[config.mk]
export PLATFORM = sky130hd
export DESIGN_NAME = ram_portb_reader
export DESIGN_NICKNAME = d
export VERILOG_FILES = /design/src/rtl/ram_portb_reader.sv
export SDC_FILE = /design/constraint.sdc
export NUM_CORES = 1
export LEC_CHECK = 0
export CAP_MARGIN = 20
export CORE_ASPECT_RATIO = 1.2
export CORE_MARGIN = 5
export CORE_UTILIZATION = 40
export CTS_CLUSTER_DIAMETER = 50
export DETAILED_ROUTE_END_ITERATION = 12
export PLACE_DENSITY = 0.76
export SYNTH_ARGS = -nofsm -noshare
export SYNTH_HDL_FRONTEND = slang
export SYNTH_SLANG_ARGS = --single-unit
[constraint.sdc]
create_clock -name clk -period 1.95 [get_ports clk]
set_input_delay 0.585 -clock clk [delete_from_list [all_inputs] [get_ports clk]]
set_output_delay 0.585 -clock clk [all_outputs]
set_load 0.02 [all_outputs]
[src/rtl/ram_portb_reader.sv]
// Read-only burst master for port B of the dual-port data RAM: streams LEN
// consecutive words starting at BASE onto a valid/ready output with a last flag.
module ram_portb_reader #(
  parameter int unsigned ADDR_W = 11,
  parameter int unsigned DATA_W = 8,
  parameter int unsigned RD_LAT = 1
) (
  input  logic              clk,
  input  logic              reset,
  input  logic              start,
  input  logic [ADDR_W-1:0] base,
  input  logic [ADDR_W:0]   len,
  output logic [ADDR_W-1:0] address_b,
  output logic [DATA_W-1:0] data_b,
  output logic              wren_b,
  input  logic [DATA_W-1:0] q_b,
  output logic              m_valid,
  input  logic              m_ready,
  output logic [DATA_W-1:0] m_data,
  output logic              m_last,
  output logic              busy,
  output logic              done
);

  localparam int unsigned LEN_W = ADDR_W + 1;
  localparam int unsigned CNT_W = (RD_LAT < 2) ? 1 : $clog2(RD_LAT + 1);
  localparam logic [CNT_W-1:0] CNT_RELOAD = CNT_W'(RD_LAT);

  typedef enum logic [1:0] {
    IDLE = 2'd0,
    WAIT = 2'd1,
    SEND = 2'd2,
    FIN  = 2'd3
  } state_t;

  state_t            state, state_nxt;
  logic [ADDR_W-1:0] addr_nxt;
  logic [LEN_W-1:0]  remaining, rem_nxt;
  logic [CNT_W-1:0]  wait_cnt, cnt_nxt;
  logic              valid_nxt;
  logic [DATA_W-1:0] data_nxt;
  logic              last_nxt;
  logic              busy_nxt;
  logic              done_nxt;

  // Port B never writes; port A belongs to the processor.
  assign data_b = '0;
  assign wren_b = 1'b0;

  // State and registered outputs.
  always_ff @(posedge clk) begin
    if (reset) begin
      state     <= IDLE;
      address_b <= '0;
      remaining <= '0;
      wait_cnt  <= '0;
      m_valid   <= 1'b0;
      m_data    <= '0;
      m_last    <= 1'b0;
      busy      <= 1'b0;
      done      <= 1'b0;
    end else begin
      state     <= state_nxt;
      address_b <= addr_nxt;
      remaining <= rem_nxt;
      wait_cnt  <= cnt_nxt;
      m_valid   <= valid_nxt;
      m_data    <= data_nxt;
      m_last    <= last_nxt;
      busy      <= busy_nxt;
      done      <= done_nxt;
    end
  end

  // Next-state and next-output logic.
  always_comb begin
    state_nxt = state;
    addr_nxt  = address_b;
    rem_nxt   = remaining;
    cnt_nxt   = wait_cnt;
    valid_nxt = m_valid;
    data_nxt  = m_data;
    last_nxt  = m_last;
    busy_nxt  = busy;
    done_nxt  = 1'b0;

    unique case (state)
      IDLE: begin
        if (start) begin
          busy_nxt = 1'b1;
          if (len == '0) begin
            state_nxt = FIN;
            done_nxt  = 1'b1;
          end else begin
            state_nxt = WAIT;
            addr_nxt  = base;
            rem_nxt   = len;
            cnt_nxt   = CNT_RELOAD;
          end
        end
      end

      // The counter covers the RAM read latency plus the capture edge.
      WAIT: begin
        if (wait_cnt == '0) begin
          state_nxt = SEND;
          data_nxt  = q_b;
          valid_nxt = 1'b1;
          last_nxt  = (remaining == LEN_W'(1));
        end else begin
          cnt_nxt = wait_cnt - CNT_W'(1);
        end
      end

      SEND: begin
        if (m_valid && m_ready) begin
          valid_nxt = 1'b0;
          last_nxt  = 1'b0;
          if (m_last) begin
            state_nxt = FIN;
            done_nxt  = 1'b1;
          end else begin
            state_nxt = WAIT;
            addr_nxt  = address_b + ADDR_W'(1);
            rem_nxt   = remaining - LEN_W'(1);
            cnt_nxt   = CNT_RELOAD;
          end
        end
      end

      FIN: begin
        state_nxt = IDLE;
        busy_nxt  = 1'b0;
      end

      default: begin
        state_nxt = IDLE;
      end
    endcase
  end

endmodule

# Word-level counts from Yosys, hierarchy flattened
# Cells that the tools add are included.
[totals] mem_count=0 romBits=0 latch_bits=0 in_bits=35 word_cells=69 ff_bits=38 mem_bits_rw=0
[op_classes] bitwise=1 div=0 n_mul=0 muxes=34 n_lt_le_gt_ge=0 shifts=0 add_sub_neg=3 n_eq_ne=9 reduce_logical=13
[ops] cell="12-bit 2-to-1 mux" n=4
[ops] cell="11-bit 2-to-1 mux" n=4
[ops] cell="12-bit case mux with 2 select lines" n=1
[ops] cell="11-bit case mux with 2 select lines" n=1
[ops] cell="1-bit 2-to-1 mux" n=13
[ops] cell="12-bit by 1-bit equality test with 1-bit output (second input constant)" n=1
[ops] cell="12-bit logical NOT" n=1
[ops] cell="12-bit by 1-bit subtractor with 12-bit output (second input constant)" n=1
[ops] cell="11-bit by 1-bit adder with 11-bit output (second input constant)" n=1
[ops] cell="2-bit 2-to-1 mux" n=5
[ops] cell="2-bit inequality test (second input constant)" n=5
[ops] cell="5-bit AND reduction" n=2
[ops] cell="1-bit case mux with 2 select lines" n=4
[ops] cell="2-bit case mux with 4 select lines" n=1
[ops] cell="3-bit AND reduction" n=2
[ops] cell="2-bit nonzero test" n=3
[ops] cell="2-bit equality test (second input constant)" n=2
[ops] cell="2-bit AND reduction" n=2
[ops] cell="1-bit case mux with 3 select lines" n=1
[ops] cell="3-bit nonzero test" n=1
[ops] cell="2-bit by 1-bit equality test with 1-bit output (second input constant)" n=1
[ops] cell="2-bit logical NOT" n=1
[ops] cell="1-bit logical AND" n=1
[ops] cell="1-bit NOT" n=1
[ops] cell="1-bit subtractor (second input constant)" n=1

# Logic depth before layout (Yosys ltp)
# Gate-level depths: netlist of the first run.
[logic_depth] word_depth=4 depth_mapped=7 mapped_depth_nobuf=6

# Worst setup path after synthesis of the first run
# Ideal clock, no wire load.
[synth_path] kind="register -> register" startpoint="reg remaining[0]" endpoint="reg remaining[8]" setup_time_ns=0.130 path_buffers=1 required_time_ns=1.820 path_slack_ns=0.053 synth_period_minus_slack_ns=1.897 arrival_time_ns=1.766 stages_incl_launch_ff=8 cell_sequence="dfxtp_1 -> inv_1 -> ha_1 -> or4b_1 -> buf_2 -> o41a_1 -> o311ai_2 -> o31ai_1"
[synth_between] elab_chain_len=4
[synth_rtl] element="start, declared" line="38" source="logic [LEN_W-1:0] remaining, rem_nxt;"
[synth_rtl] element="start signal, assigned" line="65" source="remaining <= rem_nxt;"
[synth_rtl] element="12-bit by 1-bit subtractor with 12-bit output" line="125" source="rem_nxt = remaining - LEN_W'(1);"
[synth_rtl] element="12-bit 2-to-1 mux" line="119" source="if (m_last) begin"
[synth_rtl] element="12-bit 2-to-1 mux" line="116" source="if (m_valid && m_ready) begin"
[synth_rtl] element="12-bit case mux with 2 select lines" line="87" source="unique case (state)"
# Every way passes these cells. The select of a mux whose other input is x is not followed.
# A chain may end at the register's enable or synchronous reset.

# Worst setup path in the final report of the first run
[layout_path] startpoint="in len[7]" endpoint="reg state[1]"
[layout_between] elab_chain_len=4
[layout_rtl] element="start, declared" line="12" source="input logic [ADDR_W:0] len,"
[layout_rtl] element="12-bit logical NOT" line="91" source="if (len == '0) begin"
[layout_rtl] element="2-bit 2-to-1 mux" line="91"
[layout_rtl] element="2-bit 2-to-1 mux" line="89" source="if (start) begin"
[layout_rtl] element="2-bit case mux with 4 select lines" line="87"
[layout_rtl] element="end signal, assigned" line="63" source="state <= state_nxt;"
[layout_rtl] element="end, declared" line="36" source="state_t state, state_nxt;"
# Every way passes these cells. The select of a mux whose other input is x is not followed.

==> results of run 1 <==
## cells in the mapped netlist (all sizes together) (3+ instances only)
master   n  share of area [%]
a21oi   30                7.0
a31oi    6                1.7
nor2b    3               0.85
a22oi    3                1.0
nand3   10                2.3
a311oi   4                1.6
nand4    5                1.4
buf     20                5.6
nor2    19                3.2
a211oi   6                2.0
a32o     3                1.4
o32ai    4                1.6
o21ai    5                1.1
inv      8                1.4
nand2   39                6.6
ha       3                1.7
or3      3               0.85
o311ai   6                2.7
dfxtp   38                 34
nand2b   3               0.85
nor4     8                2.5
clkbuf  11                1.9
nor3     6                1.4
o31ai   11                3.7
## per-layer routing
| metal | wire length, um | share of wire (%) | track usage, % | vias to the layer above |
|---|---|---|---|---|
| li1 | - | - | - | 1220 |
| met1 | 2840 | 40 | 23.9 | 1211 |
| met2 | 3690 | 52 | 33.1 | 105 |
| met3 | 485 | 6.8 | 3.76 | 12 |
| met4 | 115 | 1.6 | 6.16 | 0 |
| met5 | 0 | 0 | 0 | - |
## cells by family (layout without fill, tap and decap cells)
family          Yosys count  count (layout)
flops                    38              38
fa+ha+maj                 3               3
other cells               1               9
simple gates            107             107
buf+inv                  39             116
compound gates           96              96
## layout make-up
class	instances	area, sq um	area share, %
Tap cell	62	77.6	2.36
Multi-Input combinational cell	215	1380	42.1
Sequential cell	38	761	23.1
Inverter	8	30.0	0.913
Clock inverter	1	5.00	0.152
Clock buffer	7	86.3	2.63
Timing Repair Buffer	100	945	28.7
## final timing paths
path / slack, ps / from / cells past startpoint / to
worst min-delay path: 450 / m_data[7] / 2 / m_data[7]
worst max register to register: 100 / remaining[0] / 6 / remaining[8]
worst min register to register: 450 / m_data[7] / 2 / m_data[7]
worst max-delay path: 30 / len[7] / 7 / state[1]
## state kept, by name (all words and copies together), names as in the netlist
signal and cells:
remaining 12, busy 1, done 1, m_last 1
wait_cnt 1, m_valid 1, m_data 8, address_b 11
state 2
## worst max-delay path: cells and delay by family
| kind | cells | cell delay, ps |
|---|---|---|
| AO/OA/AOI/OAI | 2 | 420 |
| buffers and inverters | 3 | 780 |
| AND/OR/NAND/NOR | 2 | 360 |
## cell usage in the layout, fill, tap and decap left out, types with 2 or more instances in the layout
cell	instances
buf_12	2
clkbuf_8	6
buf_4	35
or3_1	3
a311oi_1	4
nor2_1	18
conb_1	9
nand2_1	39
clkdlybuf4s50_1	40
inv_2	2
nor3_1	5
o311ai_0	4
nand4_1	5
nor4_2	3
a211oi_1	5
a32o_1	3
o31ai_1	11
o32ai_2	3
o211ai_1	2
nor2b_1	3
o211a_1	2
buf_2	2
dlygate4sd2_1	7
nand2b_1	3
nor4_1	4
and2_1	2
a311o_1	2
buf_6	4
a21oi_1	29
ha_1	2
a21o_1	2
dlymetal6s2s_1	10
dfxtp_1	38
a31oi_1	6
a22oi_1	3
o21ai_0	5
nand3_1	10
inv_1	6
## through the flow
step                utilization [%]  instance area, sq um  std cells
floorplan                         -                  2240        292
detailed placement             57.1                  3050        420
CTS                            59.2                  3160        428
finish                         61.6                  3290        431
global placement               57.1                  3050        420
global route                   61.6                  3290        431
## power groups by stage
stage          Clock, mW  Sequential, mW  Combinational [mW]
2_1_floorplan          0           0.963               0.385
3_3_place_gp           0           0.934               0.730
3_5_place_dp           0           0.938               0.743
4_1_cts            0.566           0.920               0.748
5_1_grt            0.613           0.935               0.847
6_report           0.558           0.925               0.781
## repair_timing
item	4_1_cts	5_1_grt
setup endpoints to repair	29	29
cloned	0	2
gates resized for setup	13	28
pin swaps	1	5
setup buffers	0	1
hold buffers	0	0
==> impl_results.md, run 1 <==
* Status: completed
* Die H at 91.4 um
* Synth Area in Adders at 1.70%
* HP Class: register to register
* Skew-Pair Late Insertion Delay at 290 ps
* CP arrival at 2140 ps
* Cell Rows at 29
* Slew headroom at 63.6%
* Combinational Power Share at 34.5%
* Drt wl/cell at 16.5 um
* Initial DRC count at 181
* Fmax at 520 MHz
* Switch share at 33.6%
* Bufs on Longest Clock Path at 2
* Final WS setup at 25.1 ps
* Vias in the first global route at 2410
* Pre-antenna DRT Iters at 4
* Cell Area, Synth at 2210 sq um
* CP Max Fanout at 5
* Tightest Pin Transition at 541 ps
* Post-synthesis simple-gate area fraction at 23.9%
* Congestion Overflow GR at 0
* Die footprint at 7110 sq um
* P_int at 1.50 mW
* FF+latch count, synth at 38
* Pwr dens at 689 nW/um^2
* XOR/XNOR share of the synthesized area at 0%
* IO buf count at 57
* Flop pwr share at 40.9%
* Post-synth EDFFs at 0
* Asr flop ratio synth at 0%
* Clock sinks at 38
* CTS clk-pin slew, worst paths at 70 ps
* Multiplexer share of the synthesized area at 0%
* CTS root buf: clkbuf_8
* Top FF cell, synth: dfxtp_1
* Vias per cell at 5.91
* Share of layout cells above drive strength 1 at 19.0%
* Diodes inserted at 0
* Finish-stage setup viols at 0
* Initial antenna violation count at 0
* Kind of critical path: primary input to register
* CP required at 2160 ps
* Hold Worst Slack at 454 ps
* Post-synthesis area per instance at 7.78 sq um
* Routed wire length at 7.13 mm
* Compound-Gate Fraction of Synth Area at 31.0%
* Die width at 77.8 um
* # DRC at 0
* Dpl ws at -502 ps
* H-tree depth at 2
* Clock skew at 4.99 ps
* Cells after Synth at 284
* Number of hold violations in the final report at 0
* Power share of the clock group at 24.6%
* Syn. warnings at 0
* P_sw at 0.762 mW
* Crit-path max cell delay at 450 ps
* Sequential share of the synthesized area at 34.4%
* Filler instances at 483
* Area Growth Syn to Fin at 48.9%
* Core Region at 5330 sq um
* Final period util at 98.7%
* I/O Pins at 67
* Pin count of the biggest net entering global routing at 45
* ANT nets after route at 0
* Vias at 2548
* CP max stage cell: clkdlybuf4s50_1
* GPL Wtd Cong at 0.859
* Max Cap Viol at 0
* Netlist cell types at 54
* Startpoint Class: primary input
* Setup TNS Final at 0 ps
* Layout net count at 406
* Power Total at 2.26 mW
* Crit. End Element: register
* Min Clock Period, post-route at 1920 ps
* Global-route wire length before repair at 11.4 mm
* Final Max Tran Viols at 0
* Combinational family with the most area after synthesis: compound AO/OA/AOI/OAI gates
* Unrepaired setup endpoints after global routing: yes
* CTS tree: built
* Initial core utilization at 41.4%
* Cts bufs inserted at 5
* HPWL after DPL at 5.07 mm
* GRT Total Usage at 19.3%
* Cells along the critical path: clkdlybuf4s50_1, nor2_1, buf_4, nand4_1, buf_6, a211o_1, a21oi_1
* P_leak at 1.37 nW
* Peak supply drop at 0.000357 V
Note: power is estimated with default switching activity, not from simulation.
==> run 2: changes to the inputs <==
Settings changed: CORE_UTILIZATION 40 to 42, PLACE_DENSITY 0.76 to 0.79, REMOVE_ABC_BUFFERS set to 1.
==> run 2 against run 1 <==
Against the previous run: wire length grew 3.4%; largest power group unchanged; largest cell class unchanged; register-to-register slack worse by 50 ps; clock power grew 20%; critical endpoint is now remaining[11]; sequential share of layout area up 0.25 points.
==> impl_results.md, run 2 (synthesis gave the netlist of run 1 again) <==
* CP arrival at 2170 ps
* Pwr dens at 730 nW/um^2
* Vias per cell at 6.07
* IO buf count at 57
* H-tree depth at 2
* CP required at 2190 ps
* Area Growth Syn to Fin at 47.3%
* Die width at 76.2 um
* Skew-Pair Late Insertion Delay at 290 ps
* Initial DRC count at 239
* CP Max Fanout at 5
* Crit path from: len[8]
* Hold Worst Slack at 461 ps
* P_leak at 1.28 nW
* Hold Crit Start: m_data[5]
* Most common cell after layout, fill and taps aside: clkdlybuf4s50_1
* Max Cap Viol at 0
* Bufs on Longest Clock Path at 2
* Pre-antenna DRT Iters at 5
* Filler instances at 467
* Layout net count at 403
* Die H at 89.4 um
* Share of layout cells above drive strength 1 at 16.9%
* Die footprint at 6810 sq um
* Crit. End Element: register
* Pin count of the biggest net entering global routing at 45
* Peak supply drop at 0.000407 V
* Vias at 2597
* Largest regs: remaining: 12 flops, address_b: 11 flops, m_data: 8 flops
* CTS clk-pin slew, worst paths at 80 ps
* HP Class: register to register
* Initial antenna violation count at 0
* Top reg by flops: remaining
* GPL Wtd Cong at 0.848
* Cell Rows at 29
* CTS root buf: clkbuf_8
* Largest register FFs at 12
* Storage cell area at 761 sq um
* HPWL after DPL at 5.01 mm
* Setup TNS Final at 0 ps
* Finish-stage setup viols at 0
* CTS tree: built
* Core Region at 5190 sq um
* Fmax at 518 MHz
* Status: completed
* Final period util at 99.1%
* Initial core utilization at 42.6%
* Min Clock Period, post-route at 1930 ps
* Routed wire length at 7.37 mm
* Congestion Overflow GR at 0
* ANT nets after route at 0
* Final core utilization at 62.7%
* Vias in the first global route at 2442
* Startpoint Class: primary input
* Cts bufs inserted at 5
* Global-route wire length before repair at 11.7 mm
* Number of hold violations in the final report at 0
* # DRC at 0
* GRT Total Usage at 20.7%
* Reg2reg start: remaining[0]
* Footprint of the multi-input gates at 1350 sq um
* Clock skew at 8.30 ps
* Final Max Tran Viols at 0
* Most frequent cells in the layout: clkdlybuf4s50_1, nand2_1, dfxtp_1, buf_4, a21oi_1
* Diodes inserted at 0
* Kind of critical path: primary input to register
* Drt wl/cell at 17.2 um
* Power Total at 2.38 mW
* Clock sinks at 38
* I/O Pins at 67
run 2: cell count changes in the layout (fill, tap and decap cells not counted), moves of 2 or more:
cell	delta
buf_4	-4
nor4_1	+2
inv_2	-2
dlymetal6s2s_1	-6
clkdlybuf4s50_1	+5
inv_1	+2
nor4_2	-2
buf_12	+2
run 2: worst paths after layout:
path         cells past startpoint  slack [ps]             to
max                              6          20  remaining[11]
min                              2         460      m_data[5]
max reg2reg                      6          50   remaining[8]
min reg2reg                      2         460      m_data[5]
run 2: metal layers:
layer  GRT usage (%)  wire length (um)  vias up
li1                -                 -     1221
met2            36.1              3610      166
met5               0                 0        -
met4            7.47               168        0
met3            4.84               687       23
met1            25.0              2900     1187
run 2: cell type report:
type,count,share of cell area [%]
tap,62,2.38
clock inverter,3,1.23
clock buffer,5,2.12
sequential,38,23.4
inverter,8,0.923
timing repair buffer,96,28.3
multi-input combinational,216,41.6
run 2: timing repair:
item                                    4_1_cts  5_1_grt
pin swaps                                     4        6
resized for setup                            15       14
setup buffers                                 1        0
gates cloned                                  1        1
endpoints found under the setup margin       26       23
hold buffers                                  0        0
run 2: metrics by stage:
stage / std cells / worst slack [ps] / instance area (sq um)
4_1_cts: 427 / 6.72 / 3200
3_3_place_gp: 417 / -406 / 3050
2_1_floorplan: 261 / -90.8 / 2070
6_report: 428 / 18.1 / 3250
5_1_grt: 428 / -9.84 / 3250
3_5_place_dp: 417 / -426 / 3050
run 2: worst max-delay path, cell delays in order:
cell and delay, ps:
dlygate4sd2_1 290, nor4_4 360, nand4_1 260, buf_4 230, a311oi_1 290, a31o_2 170
run 2: report_power, final:
part / total [mW] / internal [mW] / switching, mW
combinational: 0.785 / 0.370 / 0.415
clock: 0.667 / 0.377 / 0.291
sequential: 0.923 / 0.846 / 0.0773
==> run 3: changes to the inputs <==
Settings changed: CORE_UTILIZATION 42 to 47, PLACE_DENSITY 0.79 to 0.83, REMOVE_ABC_BUFFERS 1 to not set.
Clock period 1.95 ns to 1.9 ns, I/O delays scaled along.
==> run 3 against run 2 <==
Against the previous run: clock skew decreased by 3.4 ps; highest routed layer unchanged; die area decreased by 9.4%; final cell count decreased by 0.47%; largest cell class unchanged.
==> impl_results.md, run 3 (synthesis gave the netlist of run 1 again) <==
* Global-route wire length before repair at 10.7 mm
* HPWL after DPL at 4.97 mm
* Peak supply drop at 0.000534 V
* # DRC at 0
* IO buf count at 57
* Share of layout cells above drive strength 1 at 18.8%
* Storage cell area at 762 sq um
* Core Region at 4560 sq um
* Worst hold endpoint: m_data[4]
* Final WS setup at 31.7 ps
* Startpoint Class: register
* Min Clock Period, post-route at 1870 ps
* Clock sinks at 38
* Hold Worst Slack at 461 ps
* Largest regs: remaining: 12 flops, address_b: 11 flops, m_data: 8 flops
* Die width at 72.6 um
* Crit. End Element: register
* Drt wl/cell at 16.3 um
* Reg2reg start: remaining[0]
* FF-to-FF setup slack at 30 ps
* CP required at 2080 ps
* Filler instances at 371
* Final design area excluding fillers at 3240 sq um
* CP arrival at 2040 ps
* ANT nets after route at 0
* Vias at 2584
* Die footprint at 6180 sq um
* Register-to-Register Path Depth at 6
* Dpl ws at -486 ps
* Area Growth Syn to Fin at 46.9%
* Routed wire length at 6.95 mm
* Pwr dens at 720 nW/um^2
* Pin count of the biggest net entering global routing at 45
* Footprint of the multi-input gates at 1360 sq um
* Die H at 85.1 um
* Final period util at 98.3%
* CTS Hold Bufs at 0
* CTS tree: built
* CP Max Fanout at 4
* Layout net count at 405
* Cell Rows at 27
* Layout Cells excl Fill at 426
* Cell Area, Placed at 3050 sq um
* CTS clk-pin slew, worst paths at 80 ps
* Vias per cell at 6.07
* Setup TNS Final at 0 ps
* WHS Path Cells at 2
* Reg-to-reg endpoint: remaining[8]
* Kind of critical path: register to register
* Final Max Tran Viols at 0
* Initial DRC count at 240
* HP Class: register to register
* Top reg by flops: remaining
* Final core utilization at 71.1%
* Slew headroom at 55.0%
* Number of hold violations in the final report at 0
* Congestion Overflow GR at 0
* Bufs on Longest Clock Path at 2
* Max Cap Viol at 0
* CTS root buf: clkbuf_8
* Hold Crit Start: m_data[4]
* Status: completed
* H-tree depth at 2
* Largest register FFs at 12
* Placed cells at 416
* P_leak at 1.32 nW
* Fmax at 535 MHz
* Crit path from: remaining[0]
* Most common cell after layout, fill and taps aside: nand2_1
* Initial core utilization at 48.4%
* GPL Wtd Cong at 0.879
* Initial antenna violation count at 0
* Cts bufs inserted at 5
* Pre-antenna DRT Iters at 7
* Diodes inserted at 0
* I/O Pins at 67
* Clock skew at 4.88 ps
* GRT Total Usage at 21.7%
* Tightest Pin Transition at 668 ps
* Power Total at 2.34 mW
* Vias in the first global route at 2353
* Skew-Pair Late Insertion Delay at 290 ps
* Finish-stage setup viols at 0
* Most frequent cells in the layout: nand2_1, clkdlybuf4s50_1, dfxtp_1, buf_4, a21oi_1
## run 3: repair_timing
action                     CTS  global route
cloned                       1             0
setup buffers                0             1
gates resized for setup     28            14
pin swaps                    5             4
setup endpoints to repair   29            22
## run 3: worst max-delay path, cell delays in order, from the launching register on
cell and delay, ps:
dfxtp_2 340, inv_2 70, ha_4 150, or4b_4 480, o41a_1 350, o311ai_2 240, o31ai_1 110
## run 3: worst max path at each step
stage                         to  slack, ps  cells past startpoint
floorplan           remaining[8]          3                      7
global placement    address_b[2]       -420                      6
detailed placement  address_b[2]       -490                      6
finish              remaining[8]         30                      6
global route        remaining[8]        -50                      6
CTS                 remaining[7]         -7                      6
## run 3: power breakdown
| part | internal [mW] | leakage, nW | total, mW | switching [mW] |
|---|---|---|---|---|
| clock network | 0.292 | 0.0472 | 0.588 | 0.297 |
| logic | 0.380 | 0.956 | 0.800 | 0.420 |
| registers | 0.869 | 0.312 | 0.948 | 0.0798 |
| total | 1.54 | 1.32 | 2.34 | 0.796 |
## run 3: layer usage
layer  up-vias  part of all wire (%)  GRT usage (%)
met3        23                   8.6           4.03
met2       142                    50           36.5
met4         0                   2.8           9.90
met1      1203                    39           26.3
li1       1216                     -              -
met5         -                     0              0
## run 3: cell type report
| class | count | share of cell area [%] |
|---|---|---|
| clock buffers | 6 | 2.55 |
| clock inverters | 2 | 0.386 |
| inverters | 8 | 0.926 |
| multi-input cells | 215 | 42.0 |
| flip-flops and latches | 38 | 23.5 |
| well taps | 58 | 2.24 |
| repair buffers | 99 | 28.5 |
